<file path="src/rtl/bnn_feat_loader.sv">
// Stream loader packing feature beats into the BNN feature bus, then returning the class.
// Optional framing check on s_last is enabled by defining BNN_LOADER_LASTCHK_EN.
module bnn_feat_loader #(
  parameter int FEAT_CNT  = 128,
  parameter int FEAT_BITS = 4,
  parameter int CLASS_CNT = 6,
  parameter int INFER_LAT = 48,
  localparam int PW = (CLASS_CNT > 1) ? $clog2(CLASS_CNT) : 1
) (
  input  logic                          clk,
  input  logic                          rst,
  input  logic                          s_valid,
  output logic                          s_ready,
  input  logic [FEAT_BITS-1:0]          s_data,
  input  logic                          s_last,
  output logic [FEAT_CNT*FEAT_BITS-1:0] features,
  input  logic [PW-1:0]                 prediction,
  output logic                          m_valid,
  input  logic                          m_ready,
  output logic [PW-1:0]                 m_class,
  output logic                          busy,
  output logic                          err
);

  localparam int CW = (FEAT_CNT > 1) ? $clog2(FEAT_CNT) : 1;
  localparam int TW = (INFER_LAT > 1) ? $clog2(INFER_LAT) : 1;

  localparam logic [1:0] ST_LOAD = 2'd0;
  localparam logic [1:0] ST_WAIT = 2'd1;
  localparam logic [1:0] ST_DONE = 2'd2;

  localparam logic [CW-1:0] CNT_LAST = CW'(FEAT_CNT - 1);
  localparam logic [TW-1:0] TMR_INIT = TW'(INFER_LAT - 1);

  logic [1:0]                    state_q, state_d;
  logic [CW-1:0]                 cnt_q, cnt_d;
  logic [TW-1:0]                 timer_q, timer_d;
  logic [PW-1:0]                 mcls_q, mcls_d;
  logic                          mvalid_q, mvalid_d;
  logic                          err_q, err_d;
  logic [FEAT_CNT*FEAT_BITS-1:0] feat_q;
  logic                          accept;
  logic                          is_last;
  logic                          frame_err;
  logic                          wr_en;

  assign accept  = s_valid && (state_q == ST_LOAD);
  assign is_last = (cnt_q == CNT_LAST);

`ifdef BNN_LOADER_LASTCHK_EN
  // s_last must coincide exactly with the final slot
  assign frame_err = accept && (s_last != is_last);
`else
  logic unused_last;
  assign unused_last = s_last;
  assign frame_err   = 1'b0;
`endif

  always_comb begin
    state_d  = state_q;
    cnt_d    = cnt_q;
    timer_d  = timer_q;
    mcls_d   = mcls_q;
    mvalid_d = mvalid_q;
    err_d    = 1'b0;
    wr_en    = 1'b0;
    unique case (state_q)
      ST_LOAD: begin
        if (accept) begin
          wr_en = 1'b1;
          if (frame_err) begin
            cnt_d = '0;
            err_d = 1'b1;
          end else if (is_last) begin
            cnt_d   = '0;
            timer_d = TMR_INIT;
            state_d = ST_WAIT;
          end else begin
            cnt_d = cnt_q + 1'b1;
          end
        end
      end
      ST_WAIT: begin
        if (timer_q == '0) begin
          mcls_d   = prediction;
          mvalid_d = 1'b1;
          state_d  = ST_DONE;
        end else begin
          timer_d = timer_q - 1'b1;
        end
      end
      ST_DONE: begin
        if (m_ready) begin
          mvalid_d = 1'b0;
          state_d  = ST_LOAD;
        end
      end
      default: begin
        state_d  = ST_LOAD;
        mvalid_d = 1'b0;
      end
    endcase
  end

  always_ff @(posedge clk or negedge rst) begin
    if (!rst) begin
      state_q  <= ST_LOAD;
      cnt_q    <= '0;
      timer_q  <= '0;
      mcls_q   <= '0;
      mvalid_q <= 1'b0;
      err_q    <= 1'b0;
    end else begin
      state_q  <= state_d;
      cnt_q    <= cnt_d;
      timer_q  <= timer_d;
      mcls_q   <= mcls_d;
      mvalid_q <= mvalid_d;
      err_q    <= err_d;
    end
  end

  always_ff @(posedge clk or negedge rst) begin
    if (!rst) begin
      feat_q <= '0;
    end else if (wr_en) begin
      for (int i = 0; i < FEAT_CNT; i++) begin
        if (cnt_q == CW'(i)) feat_q[i*FEAT_BITS +: FEAT_BITS] <= s_data;
      end
    end
  end

  assign s_ready  = (state_q == ST_LOAD);
  assign busy     = (state_q == ST_WAIT) || (state_q == ST_DONE);
  assign features = feat_q;
  assign m_valid  = mvalid_q;
  assign m_class  = mcls_q;
  assign err      = err_q;

endmodule

</file>
<file path="config.mk">
export PLATFORM = sky130hd
export DESIGN_NAME = bnn_feat_loader
export DESIGN_NICKNAME = d
export VERILOG_FILES = /design/src/rtl/bnn_feat_loader.sv
export SDC_FILE = /design/constraint.sdc
export NUM_CORES = 1
export LEC_CHECK = 0
export ABC_AREA = 0
export ABC_CLOCK_PERIOD_IN_PS = 2300
export CELL_PAD_IN_SITES_DETAIL_PLACEMENT = 1
export CELL_PAD_IN_SITES_GLOBAL_PLACEMENT = 2
export CORE_MARGIN = 8
export CORE_UTILIZATION = 34
export DETAILED_ROUTE_END_ITERATION = 8
export PLACE_DENSITY = 0.9
export SETUP_SLACK_MARGIN = 0.05
export SYNTH_ARGS = -nofsm -noshare
export SYNTH_HDL_FRONTEND = slang
export SYNTH_SLANG_ARGS = --single-unit
</file>
<file path="constraint.sdc">
create_clock -name clk -period 2.3 [get_ports clk]
set_input_delay 0.69 -clock clk [delete_from_list [all_inputs] [get_ports clk]]
set_output_delay 0.69 -clock clk [all_outputs]
set_load 0.02 [all_outputs]
</file>
# --- Word-level counts from Yosys, hierarchy flattened ---
# Cells that the tools add are included.
word_totals:
  regBits: 531
  in_bits: 12
  output_inout_bits: 519
  word_cells: 424
op_classes:
  addsub: 2
  eq_ne: 134
  muxes: 15
  bitwise_logic: 1
  n_reduce_logical: 139
op_table:
  columns: ["operator", "n"]
  rows:
  - ["$eq A7 B7 Y1 const B", 64]
  - ["$reduce_and A2 Y1", 130]
  - ["$eq A7 B6 Y1 const B", 32]
  - ["$eq A7 B5 Y1 const B", 16]
  - ["$eq A7 B4 Y1 const B", 8]
  - ["$eq A7 B3 Y1 const B", 4]
  - ["$mux W6", 3]
  - ["$eq A7 B2 Y1 const B", 2]
  - ["$pmux W6 S2", 1]
  - ["$mux W2", 4]
  - ["$reduce_and A4 Y1", 2]
  - ["$add A7 B1 Y7 const B", 1]
  - ["$eq A7 B1 Y1 const B", 1]
  - ["$logic_not A7 Y1", 1]
  - ["$mux W7", 1]
  - ["$logic_not A6 Y1", 1]
  - ["$ne A2 B2 Y1 const B", 3]
  - ["$pmux W2 S3", 1]
  - ["$sub A6 B1 Y6 const B", 1]
  - ["$mux W1", 4]
  - ["$ne A2 B1 Y1 const B", 2]
  - ["$pmux W1 S3", 1]
  - ["$reduce_and A3 Y1", 1]
  - ["$eq A2 B1 Y1 const B", 1]
  - ["other kinds (6)", 6]

# --- Depth between registers and ports, before layout ---
logic_depth:
  depth_word: 5
  mapped_depth: 7
  depth_no_buf: 6

# --- Worst setup path before layout ---
# Ideal clock, no wire load.
synth_path:
  path_kind: "flip-flop to flip-flop"
  startpoint: "register state_q[0]"
  endpoint: "register feat_q[4], in the netlist features[4]"
  arrival_ps: 2094
  path_slack_ps: 81
  stages_incl_launch_ff: 8
  n_path_buf: 1
  period_less_slack_ps: 2219
  path_cell_list: "dfrtp_1 -> inv_1 -> ha_1 -> nand2_1 -> or4b_4 -> buf_12 -> nor2_8 -> mux2_2"
synth_between:
  elab_chain_len: 5
synth_rtl:
  columns: ["element", "line_no", "source"]
  rows:
  - ["start, declared", "35", "logic [1:0] state_q, state_d;"]
  - ["start signal, assigned", "114", "state_q <= state_d;"]
  - ["$logic_not A2 Y1 (*)", null, null]
  - ["via s_ready", "13", "output logic s_ready,"]
  - ["$logic_and A1 B1 Y1", "47", "assign accept = s_valid && (state_q == ST_LOAD);"]
  - ["$mux W1", "69", "if (accept) begin"]
  - ["$mux W1 (*)", "67", "unique case (state_q)"]
  - ["$reduce_and A2 Y1 (no line) (*)", null, null]
  - ["end signal, assigned by index", "128", "if (cnt_q == CW'(i)) feat_q[i*FEAT_BITS +: FEAT_BITS] <= s_data;"]
  - ["end, declared", "41", "logic [FEAT_CNT*FEAT_BITS-1:0] feat_q;"]
# The timed path passes the listed nets; every way through them passes the cells marked *.
# A chain may end at the register's enable or synchronous reset.

# --- Worst setup path after layout ---
layout_path:
  startpoint: "register cnt_q[4]"
  endpoint: "register feat_q[409], in the netlist features[409]"
layout_between:
  elab_chain_len: 2
layout_rtl:
  columns: ["element", "line_no", "source"]
  rows:
  - ["start, declared", "36", "logic [CW-1:0] cnt_q, cnt_d;"]
  - ["start signal, assigned", "115", "cnt_q <= cnt_d;"]
  - ["$eq A7 B7 Y1", "128", null]
  - ["$reduce_and A2 Y1 (no line)", null, null]
# No other way between the ends.

==> impl_summary.txt <==
----------------------------------------------------
[Status]
  Status ... completed

[Synth]
  Syn Nets ... between 1,000 and 1,500
  Synthesized area per cell ... 15.5 µm²
  Distinct cells, synth ... 56
  Flop and latch count out of synthesis ... 531
  Predominant post-synthesis flop cell ... dfrtp_1
  Area share of the largest cell type after synthesis ... 63.0%
  Most frequent cells after synthesis ... dfrtp_1, mux2_2, nor2_1
  Most area-consuming cells after synthesis ... dfrtp_1, mux2_2, nor2_1, clkbuf_1, nor2_4
  Number of flops mapped to enable cells by yosys ... 0
  Most used standard cell by instance count after synthesis ... dfrtp_1
  Seq/Total Area, Yosys ... a little over three fifths
  Number of warnings issued by yosys ... 0
  Gate count of the mapped netlist ... around 1,400
  Cell area after synthesis ... 21,100 µm²
  Post-synthesis cell type with the largest combined area ... dfrtp_1
  Async S/R FF share, synth ... 100%

[Floorplanning]
  IO Pins ... 531
  Initial core utilization ... 34.3%
  Cell row count ... 91
  Vertical die dimension ... between 200 and 300 µm
  Core Area ... about 61,000 µm²
  Horiz. Die Dim ... 265 µm
  Area enclosed by the die boundary ... ~70,000 µm²

[Critical path]
  Crit path arrival time ... 2.64 ns
  FF-to-FF End ... features[409]$_DFFE_PN0P_
  Sort of element at the end of the critical path ... flop
  Worst endpoint required time ... around 2.8 ns
  Depth of the most critical reg-to-reg path ... 4
  Worst Path Max Fanout ... 13
  Reg-to-reg critical path startpoint ... cnt_q[4]$_DFFE_PN0P_
  Register-to-register path setup slack ... approximately 0.14 ns
  Path type of the worst setup path ... reg2reg
  Sort of element at the start of the critical path ... flop

[Power]
  Total power consumption of the routed design ... 27.0 mW
  Leakage ... 16.7 nW
  Power Dens Cells ... 903 nW/µm²
  IR Drop Worst-Case VDD ... 0.609 mV

[Clocking]
  Bufs on Longest Clock Path ... 3
  TritonCTS Sinks ... 531
  CTS tree ... done
  Clock edge transition at the registers on the reported setup and hold paths ... about 0.060 ns
  Clock latency on the worst-skew pair ... 0.61 ns
  CTS root buf ... clkbuf_16
  CTS HTree Levels ... 2
  TritonCTS Buffers ... 57
  Post-CTS setup buffers ... 0

[GRT]
  Via count of the first global-routing pass ... 16,300
  Largest net degree at the start of global routing ... 82
  Initial antenna violation count ... 0
  First-pass GRT wire length ... 114 mm
  Total congestion overflow after global routing ... 0
  All-layer global routing usage ... 21.3%

[Cells and area]
  Net count of the finished layout ... 2,062
  Layout overhead on the synthesized area ... 41.9%
  Finished Core Util ... roughly 50%
  Fraction of final layout cells with drive strength greater than 1 ... between 40% and 50%
  Multi-input combinational cell area ... 7450 µm²
  Filler cell count ... 6,232
  Diode count ... 0
  Combined flip-flop and latch cell area ... around 13,000 µm²
  Cell Count, Final, Fillers Out ... 2,872

[Worst hold path]
  Worst Hold Depth ... 1
  Hold Path Class ... reg2reg
  WHS Endpoint ... features[328]$_DFFE_PN0P_
  Startpoint of the most critical hold path ... features[328]$_DFFE_PN0P_

[Timing]
  Setup Skew ... about 0.035 ns
  Final Hold Violating Endpoints ... 0
  Unrepaired setup endpoints after global routing ... no
  Number of failing setup endpoints in the final timing report ... 0
  Timing-limited maximum frequency ... between 0.4 and 0.5 GHz
  Minimum period implied by the final worst setup slack ... 2.16 ns
  Tightest slew margin relative to the limit ... approximately 58%
  Number of pins exceeding their max-slew limit in the final report ... 0
  Worst slew pin tran ... 0.633 ns
  Final critical-path share of the clock period ... a little over nine tenths

[Placement]
  Count of placed standard cells including taps ... approximately 2,800
  Final estimated routing congestion in global placement ... 0.819
  HPWL reported at the end of detailed placement ... about 55 mm
  Port buffer count ... between 500 and 600

[Drt]
  Detailed-route wire length ... 76.1 mm
  DRC marker count from the first detailed-route iteration ... 591
  Number of vias in the routed layout ... 14,100
  Remaining design rule violation count ... 0
  Via/cell ratio ... 4.91
  Avg WL per Cell ... 26.5 µm
  Number of optimization iterations in the first detailed-route pass ... 4
  Antenna violation net count after detailed routing ... 0

[Job]
  Number of maximum-capacitance constraint violations ... 0

----------------------------------------------------
-- area by class of cell --
type / count / share of cell area [%]
inverter: 6 / 0.0752
sequential: 531 / 44.4
multi-input combinational: 753 / 24.9
clock buffer: 79 / 5.58
timing repair buffer: 691 / 20.9
tap: 790 / 3.30
clock inverter: 22 / 0.882
-- where the power goes --
| part | internal, mW | leakage [nW] | switching (mW) |
|---|---|---|---|
| Combinational | 2.46 | 8.48 | 3.88 |
| Sequential | 10.5 | 7.28 | 0.720 |
| Clock | 5.61 | 0.949 | 3.82 |
| Total | 18.6 | 16.7 | 8.42 |
-- registers in the layout, indices dropped and copies added, names as in the netlist --
register and count:
m_valid 1, state_q 2, cnt_q 7, m_class 3, timer_q 6, features 512
-- critical path, stage by stage (launching register included) --
cell and delay, ns:
dfrtp_1 0.51, buf_4 0.21, or2_2 0.54, nor2_2 0.37
mux2_2 0.38
-- how the worst max path moves through the flow --
stage / start / endpoint / slack (ns) / cells after the start
6_report: cnt_q[4]$_DFFE_PN0P_ / features[409]$_DFFE_PN0P_ / 0.14 / 4
3_3_place_gp: s_valid / features[129]$_DFFE_PN0P_ / -0.43 / 5
2_1_floorplan: state_q[0]$_DFFE_PN0P_ / features[4]$_DFFE_PN0P_ / 0.08 / 7
4_1_cts: state_q[1]$_DFFE_PN0P_ / s_ready / -0.008 / 3
3_5_place_dp: s_valid / features[257]$_DFFE_PN0P_ / -0.52 / 5
5_1_grt: cnt_q[4]$_DFFE_PN0P_ / features[409]$_DFFE_PN0P_ / 0.06 / 4
-- cells in the final DEF, fill, tap and decap left out, types with 7 or more instances in the layout --
master         synthesis  layout
buf_12                 1      32
nor2_1                68      68
dfrtp_1              531     531
buf_4                 10     134
o21ai_0                7       7
clkbuf_16              0      57
mux2_2               503     503
clkbuf_8               0      16
nand2_1               40      39
clkinv_2               0       8
mux2_4                 8       8
ha_1                  10       9
nor2_4                16      16
nor2_8                 8       8
nor2_2                15      15
dlygate4sd2_1          0     516
-- metrics by stage --
step | hold WS (ns) | area (µm²) | worst slack, ns | setup TNS, ns
CTS | 0.493 | 29900 | -0.00822 | -0.00822
finish | 0.487 | 29900 | 0.136 | 0
global placement | 0.475 | 28600 | -0.428 | -136.69
detailed placement | 0.484 | 28600 | -0.525 | -160.42
global route | 0.507 | 29900 | 0.0577 | 0
floorplan | 0.394 | 21100 | 0.0813 | 0
-- kinds of logic (layout without fill, tap and decap cells) --
| logic type | Yosys count | after routing | share of synthesized area [%] |
|---|---|---|---|
| AO/OA/AOI/OAI | 25 | 25 | 0.849 |
| XOR/XNOR | 2 | 2 | 0.0831 |
| multiplexers | 516 | 516 | 27.7 |
| flip-flops | 531 | 531 | 63.0 |
| AND/OR/NAND/NOR | 199 | 199 | 5.97 |
| other | 1 | 1 | 0.0178 |
| adder cells (fa/ha/maj) | 10 | 10 | 0.593 |
| buffers and inverters | 80 | 798 | 1.77 |
-- per-layer routing --
layer	track usage (%)	part of all wire (%)	up-vias
met5	0	0	-
met4	8.21	4.3	0
met2	36.6	50	437
met1	25.0	39	7384
met3	6.46	7.0	140
li1	-	-	6129
-- what timing repair did --
action / in CTS / in global routing
resized for setup: 526 / 4
endpoints found under the setup margin: 573 / 89
pin swaps: 0 / 0
hold endpoints to repair: 29 / 0
hold buffers: 1 / 0
Power figures use the tool's default switching activity.
